File: config.mk
export PLATFORM = sky130hd
export DESIGN_NAME = mac_tx_framer
export DESIGN_NICKNAME = d
export VERILOG_FILES = /design/src/rtl/mac_pkg.sv /design/src/rtl/crc32_d8.sv /design/src/rtl/mac_tx_framer.sv
export SDC_FILE = /design/constraint.sdc
export NUM_CORES = 1
export LEC_CHECK = 0
export CORE_ASPECT_RATIO = 1.75
export CORE_MARGIN = 1
export CORE_UTILIZATION = 55
export DETAILED_ROUTE_END_ITERATION = 12
export GPL_TIMING_DRIVEN = 0
export PLACE_DENSITY = 0.81
export SLEW_MARGIN = 15
export SYNTH_ARGS = -nofsm -noshare
export SYNTH_HDL_FRONTEND = slang
export SYNTH_SLANG_ARGS = --single-unit
File: constraint.sdc
create_clock -name i_clk -period 5.8 [get_ports i_clk]
set_input_delay 1.74 -clock i_clk [delete_from_list [all_inputs] [get_ports i_clk]]
set_output_delay 1.74 -clock i_clk [all_outputs]
set_load 0.01 [all_outputs]
File: src/rtl/mac_pkg.sv
`default_nettype none
// ============================================================================
// Module      : mac_pkg
// Description : Shared types and constants for the Ethernet MAC datapath:
//               framer state encoding, preamble/SFD bytes and CRC-32 values.
// Revision    : 1.0 - initial release
// ============================================================================
package mac_pkg;

    typedef enum logic [2:0] {
        ST_IDLE = 3'd0,
        ST_PRE  = 3'd1,
        ST_SFD  = 3'd2,
        ST_DATA = 3'd3,
        ST_PAD  = 3'd4,
        ST_FCS  = 3'd5,
        ST_IFG  = 3'd6
    } state_t;

    localparam logic [7:0]  c_preamble_byte = 8'h55;
    localparam logic [7:0]  c_sfd_byte      = 8'hD5;
    localparam logic [31:0] c_crc_poly      = 32'hEDB88320;
    localparam logic [31:0] c_crc_init      = 32'hFFFFFFFF;
    // Register value left after running a good frame including its FCS
    localparam logic [31:0] c_crc_residue   = 32'hDEBB20E3;

endpackage : mac_pkg
`default_nettype wire

File: src/rtl/crc32_d8.sv
`default_nettype none
// ============================================================================
// Module      : crc32_d8
// Description : Combinational CRC-32 (reflected, poly 0xEDB88320) update for
//               one byte, LSB first. The caller owns the CRC register.
// Revision    : 1.0 - initial release
// ============================================================================
module crc32_d8
    import mac_pkg::*;
(
    input  logic [31:0] crc_in,
    input  logic [7:0]  d,
    output logic [31:0] crc_out
);

    logic [31:0] w_acc;

    // Shift the eight data bits through the reflected LFSR, LSB first
    always_comb begin
        w_acc = crc_in;
        for (int i = 0; i < 8; i++) begin
            if (w_acc[0] ^ d[i]) begin
                w_acc = (w_acc >> 1) ^ c_crc_poly;
            end else begin
                w_acc = w_acc >> 1;
            end
        end
        crc_out = w_acc;
    end

endmodule : crc32_d8
`default_nettype wire

File: src/rtl/mac_tx_framer.sv
`default_nettype none
// ============================================================================
// Module      : mac_tx_framer
// Description : Ethernet MAC transmit framer. Wraps a raw frame with
//               preamble/SFD, zero-pads to a minimum length, appends the
//               CRC-32 FCS and enforces the inter-frame gap on a GMII-style
//               byte stream.
// Revision    : 1.0 - initial release
// ============================================================================
module mac_tx_framer
    import mac_pkg::*;
#(
    parameter int unsigned PREAMBLE_LEN = 7,
    parameter int unsigned MIN_FRAME    = 60,
    parameter int unsigned IFG_LEN      = 12
) (
    input  logic       i_clk,
    input  logic       i_rst_n,
    input  logic [7:0] i_data,
    input  logic       i_valid,
    input  logic       i_last,
    output logic       o_ready,
    output logic [7:0] o_tx_data,
    output logic       o_tx_valid,
    output logic       o_busy,
    output logic       o_underrun
);

    localparam logic [7:0]  c_pre_last = 8'(PREAMBLE_LEN - 1);
    localparam logic [7:0]  c_ifg_last = 8'(IFG_LEN - 1);
    localparam logic [15:0] c_min      = 16'(MIN_FRAME);

    state_t      r_state,      w_state_nxt;
    logic [7:0]  r_sub,        w_sub_nxt;      // preamble / FCS / IFG position
    logic [15:0] r_cnt,        w_cnt_nxt;      // data+pad bytes, saturating
    logic [31:0] r_crc,        w_crc_nxt;
    logic        r_bad,        w_bad_nxt;      // underrun: send raw crc as FCS
    logic        r_tx_valid,   w_tx_valid_nxt;
    logic [7:0]  r_tx_data,    w_tx_data_nxt;
    logic        r_underrun,   w_underrun_nxt;

    logic [15:0] w_cnt_inc;
    logic [7:0]  w_crc_byte;
    logic [31:0] w_crc_calc;
    logic [31:0] w_fcs_word;
    logic [7:0]  w_fcs_byte;

    assign w_cnt_inc  = (r_cnt == 16'hFFFF) ? r_cnt : r_cnt + 16'd1;
    assign w_fcs_word = r_bad ? r_crc : ~r_crc;

    crc32_d8 u_crc (
        .crc_in  (r_crc),
        .d       (w_crc_byte),
        .crc_out (w_crc_calc)
    );

    // Next state, datapath updates and next output byte
    always_comb begin
        w_state_nxt    = r_state;
        w_sub_nxt      = r_sub;
        w_cnt_nxt      = r_cnt;
        w_crc_nxt      = r_crc;
        w_bad_nxt      = r_bad;
        w_tx_valid_nxt = 1'b0;
        w_tx_data_nxt  = 8'h00;
        w_underrun_nxt = 1'b0;
        w_crc_byte     = 8'h00;

        case (r_sub[1:0])
            2'd0:    w_fcs_byte = w_fcs_word[7:0];
            2'd1:    w_fcs_byte = w_fcs_word[15:8];
            2'd2:    w_fcs_byte = w_fcs_word[23:16];
            default: w_fcs_byte = w_fcs_word[31:24];
        endcase

        case (r_state)
            ST_IDLE: begin
                if (i_valid) begin
                    w_state_nxt = ST_PRE;
                    w_sub_nxt   = 8'd0;
                end
            end
            ST_PRE: begin
                w_tx_valid_nxt = 1'b1;
                w_tx_data_nxt  = c_preamble_byte;
                w_crc_nxt      = c_crc_init;
                w_cnt_nxt      = 16'd0;
                w_bad_nxt      = 1'b0;
                if (r_sub == c_pre_last) begin
                    w_state_nxt = ST_SFD;
                    w_sub_nxt   = 8'd0;
                end else begin
                    w_sub_nxt = r_sub + 8'd1;
                end
            end
            ST_SFD: begin
                w_tx_valid_nxt = 1'b1;
                w_tx_data_nxt  = c_sfd_byte;
                w_state_nxt    = ST_DATA;
            end
            ST_DATA: begin
                if (i_valid) begin
                    w_tx_valid_nxt = 1'b1;
                    w_tx_data_nxt  = i_data;
                    w_crc_byte     = i_data;
                    w_crc_nxt      = w_crc_calc;
                    w_cnt_nxt      = w_cnt_inc;
                    if (i_last) begin
                        w_state_nxt = (w_cnt_inc < c_min) ? ST_PAD : ST_FCS;
                        w_sub_nxt   = 8'd0;
                    end
                end else begin
                    // Underrun: the crc register is already final, so the
                    // first (uncomplemented) FCS byte goes out this cycle and
                    // tx_valid never develops a hole.
                    w_underrun_nxt = 1'b1;
                    w_bad_nxt      = 1'b1;
                    w_tx_valid_nxt = 1'b1;
                    w_tx_data_nxt  = r_crc[7:0];
                    w_state_nxt    = ST_FCS;
                    w_sub_nxt      = 8'd1;
                end
            end
            ST_PAD: begin
                w_tx_valid_nxt = 1'b1;
                w_tx_data_nxt  = 8'h00;
                w_crc_nxt      = w_crc_calc;
                w_cnt_nxt      = w_cnt_inc;
                if (w_cnt_inc >= c_min) begin
                    w_state_nxt = ST_FCS;
                    w_sub_nxt   = 8'd0;
                end
            end
            ST_FCS: begin
                w_tx_valid_nxt = 1'b1;
                w_tx_data_nxt  = w_fcs_byte;
                if (r_sub[1:0] == 2'd3) begin
                    w_state_nxt = ST_IFG;
                    w_sub_nxt   = 8'd0;
                end else begin
                    w_sub_nxt = r_sub + 8'd1;
                end
            end
            ST_IFG: begin
                if (r_sub == c_ifg_last) begin
                    w_sub_nxt   = 8'd0;
                    w_state_nxt = i_valid ? ST_PRE : ST_IDLE;
                end else begin
                    w_sub_nxt = r_sub + 8'd1;
                end
            end
            default: begin
                w_state_nxt = ST_IDLE;
                w_sub_nxt   = 8'd0;
            end
        endcase
    end

    // State, counters, CRC and registered outputs
    always_ff @(posedge i_clk or negedge i_rst_n) begin
        if (!i_rst_n) begin
            r_state    <= ST_IDLE;
            r_sub      <= 8'd0;
            r_cnt      <= 16'd0;
            r_crc      <= 32'd0;
            r_bad      <= 1'b0;
            r_tx_valid <= 1'b0;
            r_tx_data  <= 8'h00;
            r_underrun <= 1'b0;
        end else begin
            r_state    <= w_state_nxt;
            r_sub      <= w_sub_nxt;
            r_cnt      <= w_cnt_nxt;
            r_crc      <= w_crc_nxt;
            r_bad      <= w_bad_nxt;
            r_tx_valid <= w_tx_valid_nxt;
            r_tx_data  <= w_tx_data_nxt;
            r_underrun <= w_underrun_nxt;
        end
    end

    assign o_ready    = (r_state == ST_DATA);
    assign o_busy     = (r_state != ST_IDLE);
    assign o_tx_valid = r_tx_valid;
    assign o_tx_data  = r_tx_data;
    assign o_underrun = r_underrun;

endmodule : mac_tx_framer
`default_nettype wire

* After elaboration in Yosys (flattened, before gate mapping) *
Cells that the tools add are included.

operators by class
  add/subtract/negate cells = 2
  $lt $le $gt $ge = 2
  eq/ne operators = 20
  mux-type cells = 42
  bitwise gates (word level) = 18
  reduce and logical (&&, ||, !) cells = 10

operators by type and width
  operator                                                             number
  2-to-1 mux 32 bit                                                    10
  inverter 13 -> 14 bit                                                8
  case mux 32 bit (3 select lines)                                     1
  2-to-1 mux 8 bit                                                     10
  case mux 8 bit (7 select lines)                                      1
  case mux 16 bit (3 select lines)                                     1
  2-to-1 mux 16 bit                                                    2
  inverter 32 bit                                                      1
  case mux 8 bit (4 select lines)                                      1
  case mux 8 bit (3 select lines)                                      1
  2-to-1 mux 3 bit                                                     7
  case mux 3 bit (7 select lines)                                      1
  adder 16 x 1 -> 16 bit (second input constant)                       1
  equality test 16 bit (second input constant)                         1
  greater-or-equal comparator 16 x 6 -> 1 bit (second input constant)  1
  less-than comparator 16 x 6 -> 1 bit (second input constant)         1
  != test 2 bit (second input constant)                                7
  equality test 3 bit (second input constant)                          3
  adder 8 x 1 -> 8 bit (second input constant)                         1
  equality test 8 x 3 -> 1 bit (second input constant)                 1
  equality test 8 x 4 -> 1 bit (second input constant)                 1
  bitwise XOR 1 bit                                                    8
  equality test 3 x 2 -> 1 bit (second input constant)                 2
  2-to-1 mux 1 bit                                                     6
  other kinds (14)                                                     17

storage, ports and cells
  register bits after elaboration = 70
  output and inout bits = 12
  logic and storage cells = 102

* Logic depth before layout (Yosys ltp) *
Gate-level depths: netlist of the first run.

  word-level depth = 20
  gate-level depth with buffers = 10

* Hierarchy *
Synthesis of the first run repeated with hierarchy kept, for this count alone.

second synthesis, totals
  cells, all modules = 514
  area total of the unflattened synthesis = 4815.9 um^2

by module, submodules not included
  module         instances  cells an instance  area each (um^2)  sequential area each (um^2)
  mac_tx_framer  1          444                4046.4            1751.7
  crc32_d8       1          70                 769.5             0.0

* Least setup slack after synthesis of the first run *
No wires, ideal clock.

  path kind = input -> register
  start point = input i_valid
  end point = register r_crc[26]
  setup time = 0.082 ns
  arrival = 3.543 ns
  slack = 2.174 ns
  cell stages on the path = 9
  buffers on the path = 2
  cells stage by stage = buf_4 -> and4b_1 -> buf_6 -> nand2_2 -> xor2_4 -> xnor2_4 -> xnor3_1 -> xor2_1 -> a22oi_2

on the way
  longest elaborated chain between the ends = 15
  elaborated cells on any way between the ends = 25

ends and longest elaborated chain
  item                                                               line                  source
  from (decl)                                                        mac_tx_framer.sv:20   input logic i_valid,
  2-to-1 mux 8 bit                                                   mac_tx_framer.sv:102  if (i_valid) begin
  2-to-1 mux 8 bit                                                   mac_tx_framer.sv:76   case (r_state)
  bitwise XOR 1 bit                                                  crc32_d8.sv:22        if (w_acc[0] ^ d[i]) begin
  2-to-1 mux 32 bit                                                  crc32_d8.sv:22
  2-to-1 mux 32 bit / inverter 13 -> 14 bit (equally long branches)  --
  2-to-1 mux 32 bit                                                  crc32_d8.sv:22
  2-to-1 mux 32 bit / inverter 13 -> 14 bit (equally long branches)  --
  2-to-1 mux 32 bit (2 in series)                                    crc32_d8.sv:22
  bitwise XOR 1 bit / inverter 13 -> 14 bit (equally long branches)  --
  2-to-1 mux 32 bit                                                  crc32_d8.sv:22
  inverter 13 -> 14 bit (no source line)                             --
  2-to-1 mux 32 bit                                                  crc32_d8.sv:22
  2-to-1 mux 32 bit                                                  mac_tx_framer.sv:102
  case mux 32 bit (3 select lines)                                   mac_tx_framer.sv:76
  to (signal assigned)                                               mac_tx_framer.sv:174  r_crc <= w_crc_nxt;
  to (decl)                                                          mac_tx_framer.sv:36   logic [31:0] r_crc, w_crc_nxt;

Parallel ways exist; a longest one is shown, timed or not. The select of a mux whose other input is x is not followed.
A chain may end at the register's enable or synchronous reset.

* Final worst setup path of the first run *
  start point = register r_state[0]
  end point = output o_ready

on the way
  longest elaborated chain between the ends = 1

ends and longest elaborated chain
  item                          line                  source
  from (decl)                   mac_tx_framer.sv:33   state_t r_state, w_state_nxt;
  from (signal assigned)        mac_tx_framer.sv:171  r_state <= w_state_nxt;
  equality test 3 x 2 -> 1 bit  mac_tx_framer.sv:182  assign o_ready = (r_state == ST_DATA);
  to (decl)                     mac_tx_framer.sv:22   output logic o_ready,

Every way passes these cells.

==> impl_metrics.py, run 1 <==
metrics = {
    "outcome": {
        "status": "finished, final reports clean",
    },
    "die": {
        "num_io_pins": 24,
        "die_area_um2": 9182,
        "std_cell_rows": 44,
        "core_um2": 8423,
        "start_util_pct": 57.38,
        "die_x_um": 72.87,
        "die_h_um": 126.0,
    },
    "synthesis": {
        "ys_seq_area_share_pct": 36.24,
        "avgSynthCellArea_um2": 9.068,
        "yosysWarnings": 0,
        "ys_ff_latch": 70,
        "yosys.area_share.adder_pct": 1.553,
        "synth_ff_type": "dfrtp_1",
        "syn_area_um2": 4833,
        "synth_xor_area_share_pct": 17.94,
        "synth_edf_count": 0,
        "synth_compound_gate_area_share_pct": 20.89,
        "synth_top_family_by_area": "compound AO/OA/AOI/OAI gates",
        "syn_nets": 551,
        "synth-simple-area-share_pct": 16.85,
        "synthArstFlopShare_pct": 100.0,
        "synthDistinctLibCells": 63,
        "synthMuxAreaShare_pct": 2.692,
        "synthCells": 533,
    },
    "place": {
        "gp_congestion": 0.9053,
        "io_buffers": 22,
        "dp.cells": 671,
        "dpl.hpwl_mm": 9.778,
    },
    "critical_path": {
        "cp.required_ns": 4.06,
        "worstSetupEndpointType": "output port",
        "critPathLaunchType": "register",
        "arrival_ns": 2.35,
        "critPathMaxStageDelay_ns": 0.54,
        "startpoint": "r_state[0]$_DFFE_PN0P_",
        "worst-path-max-fanout": 10,
        "rrSetupSlack_ns": 2.88,
        "critical_path.cell_chain": "clkbuf_1, nor2b_1, nand2_1, inv_1, clkdlybuf4s50_1",
        "reg2reg_depth": 8,
        "r2r_start": "r_cnt[3]$_DFFE_PN0P_",
        "crit_slowest_cell": "clkdlybuf4s50_1",
        "crit-reg2reg-capture": "r_sub[6]$_DFFE_PN0P_",
        "crit_type": "register to output port",
    },
    "power_and_ir_drop": {
        "ir_drop_uv": 316.1,
        "pwr-share-seq_pct": 23.1,
        "power_density_nw_per_um2": 621.0,
        "p_comb_share_pct": 58.5,
        "p_clk_share_pct": 18.4,
        "switching_share_pct": 44.68,
        "switchingPower_mw": 1.543,
        "p_int_mw": 1.910,
        "cellLeakagePower_nw": 2.181,
    },
    "cells_and_area": {
        "layout-area-overhead-vs-synth_pct": 15.04,
        "multi_input_area_um2": 2897,
        "final_layout_size_suffix_gt1_share_pct": 8.566,
        "fin_cells": 687,
        "antenna_cells": 0,
        "final_nets": 585,
        "ff_latch_area_um2": 1752,
        "n_fill_cell": 673,
    },
    "sta": {
        "setup_viol": 0,
        "post-route-period-util_pct": 70.55,
        "fin_crit_ns": 4.092,
        "rsz0062_at_grt": "no",
        "worstMarginPinSlew_ns": 0.9758,
        "whs_ns": 0.5338,
        "drv_slew": 0,
        "hold_violations": 0,
        "tns_ns": 0,
        "fin_skew_ns": 0.009004,
        "fmax_mhz": 244.4,
        "slew_headroom_pct": 33.92,
    },
    "clocking": {
        "clockBufferDepth": 2,
        "cts_inserted_buffers": 9,
        "cts_setup_buffers": 0,
        "clk_pin_slew_ns": 0.06,
        "root_buffer": "clkbuf_16",
        "htreeDepth": 3,
        "holdBufCountCts": 0,
        "cts_tree": "yes",
        "cts.sinks": 70,
        "clk_latency_ns": 0.35,
        "ctsResizeCount": 0,
    },
    "detailed_routing": {
        "viasPerCell": 6.320,
        "routed_wl_mm": 13.47,
        "ant_nets": 0,
        "initialDrtViolationCount": 405,
        "drc_errors": 0,
        "num_vias": 4342,
        "wire_per_inst_um": 19.60,
        "dr.pass1.iters": 5,
    },
    "job": {
        "max_cap_violations": 0,
    },
    "hold_path": {
        "hp-start": "r_sub[5]$_DFFE_PN0P_",
        "hold_end": "r_sub[5]$_DFFE_PN0P_",
        "hold_depth": 1,
        "hold_class": "register to register",
    },
    "global_routing": {
        "track_usage_pct": 32.23,
        "grt_start_max_net_pins": 51,
        "antenna_found_initial": 0,
        "grt-ovfl-total": 0,
        "grt_pass1_wl_mm": 22.25,
        "grt_pass1_vias": 4386,
    },
}
-- cell type report --
type / instances / area share (%)
clock inverter: 7 / 2.025
inverter: 16 / 1.080
timing repair buffer: 23 / 4.410
clock buffer: 9 / 4.050
tap: 115 / 2.588
buffer: 29 / 2.250
multi-input combinational: 418 / 52.09
sequential: 70 / 31.50
-- worst max-delay path by stage --
stage                                       end  slack [ns]  cells past startpoint
after floorplan           r_crc[26]$_DFFE_PN0P_        2.17                      9
after global placement    r_crc[21]$_DFFE_PN0P_        0.58                      1
after detailed placement  r_crc[26]$_DFFE_PN0P_        1.82                      9
after CTS                               o_ready        1.73                      5
after global routing                    o_ready        1.57                      5
final                                   o_ready        1.71                      5
-- state kept, by name (all words and copies together) (netlist names) --
name,flops
o_tx_data,8
o_underrun,1
o_tx_valid,1
r_sub,8
r_cnt,16
r_bad,1
r_state,3
r_crc,32
-- kinds of logic (layout without fill, tap and decap cells) --
kind of cell | count (synthesis) | in the layout
AND/OR/NAND/NOR | 168 | 168
AO/OA/AOI/OAI | 154 | 154
XOR/XNOR | 77 | 77
flip-flops | 70 | 70
buffers and inverters | 45 | 84
multiplexers | 13 | 13
adder cells (fa/ha/maj) | 6 | 6
-- per-stage QoR --
stage	utilization [%]	setup WS (ns)	power [mW]	cell area, um^2
after detailed placement	62.00	1.824	2.769	5223
after global placement	61.71	0.5827	2.715	5197
final	66.01	1.708	3.453	5560
after global routing	66.01	1.574	3.675	5560
after floorplan	-	2.174	2.254	4833
after CTS	66.01	1.730	3.426	5560
-- power groups by stage --
| stage | registers (mW) | clock network (mW) | logic, mW |
|---|---|---|---|
| finish | 0.797 | 0.636 | 2.02 |
| global route | 0.813 | 0.662 | 2.20 |
| CTS | 0.793 | 0.639 | 1.99 |
| detailed placement | 0.798 | 0 | 1.97 |
| global placement | 0.790 | 0 | 1.92 |
| floorplan | 0.773 | 0 | 1.48 |
-- routing by layer --
metal | vias up | wire length [um] | track usage, %
met2 | 177 | 7120 | 54.70
li1 | 1978 | - | -
met1 | 2125 | 4919 | 35.39
met3 | 62 | 603 | 6.000
met5 | - | 0 | 0
met4 | 0 | 823 | 22.26
-- synth_stat cells, types with 3 or more instances --
library cell,number,area (um^2)
dfrtp_1,70,1752
nor2_1,60,225.2
a21oi_1,49,245.2
nand2_1,44,165.2
xnor2_1,41,359.1
o21ai_0,27,135.1
clkbuf_1,22,82.58
xor2_1,21,183.9
inv_1,15,56.30
mux2i_1,13,130.1
o22ai_1,13,81.33
nand3_1,10,50.05
a222oi_1,8,80.08
a31oi_1,8,50.05
nor3_1,8,40.04
a21o_1,6,45.04
ha_1,6,75.07
o311a_1,6,60.06
o31ai_1,6,45.04
nand2b_1,5,31.28
nand4_1,5,31.28
o22a_1,5,43.79
a221oi_1,4,35.03
and2_1,4,25.02
buf_2,4,20.02
nand3b_1,4,30.03
nor4_1,4,25.02
o21a_1,4,30.03
xor2_2,4,65.06
xor2_4,4,110.1
a221o_1,3,30.03
nand2_2,3,18.77
nand3_2,3,30.03
nor2b_1,3,18.77
xnor2_2,3,48.80
-- critical path, delay by kind of cell (launching register included) --
family	cells	cell delay, ns
buffers and inverters	3	1.05
flip-flops	1	0.43
AND/OR/NAND/NOR	2	0.52
-- cell usage in the layout, fill, tap and decap left out, types with 8 or more instances in the layout --
master	count
a21oi_1	49
a222oi_1	8
a31oi_1	8
clkbuf_1	22
clkbuf_16	9
clkdlybuf4s50_1	21
dfrtp_1	70
inv_1	15
mux2i_1	13
nand2_1	44
nand3_1	10
nor2_1	60
nor3_1	8
o21ai_0	27
o22ai_1	13
xnor2_1	41
xor2_1	21
Note: power is estimated with default switching activity, not from simulation.
==> run 2: changes to the inputs <==
==> constraint.sdc (replaced) <==
create_clock -name i_clk -period 4.1 [get_ports i_clk]
set_input_delay 1.23 -clock i_clk [delete_from_list [all_inputs] [get_ports i_clk]]
set_output_delay 1.23 -clock i_clk [all_outputs]
set_load 0.01 [all_outputs]
==> results of run 2 <==
The final DEF is identical to that of run 1. Status: finished, final reports clean.
Among the figures that moved: setup slack after placement 1.824 ns -> 0.6341 ns; setup slack after layout 1.708 ns -> 0.5179 ns; register-to-register setup slack 2.88 ns -> 1.18 ns; total power 3.453 mW -> 4.885 mW; worst IR drop on VDD 316.1 uV -> 447.1 uV
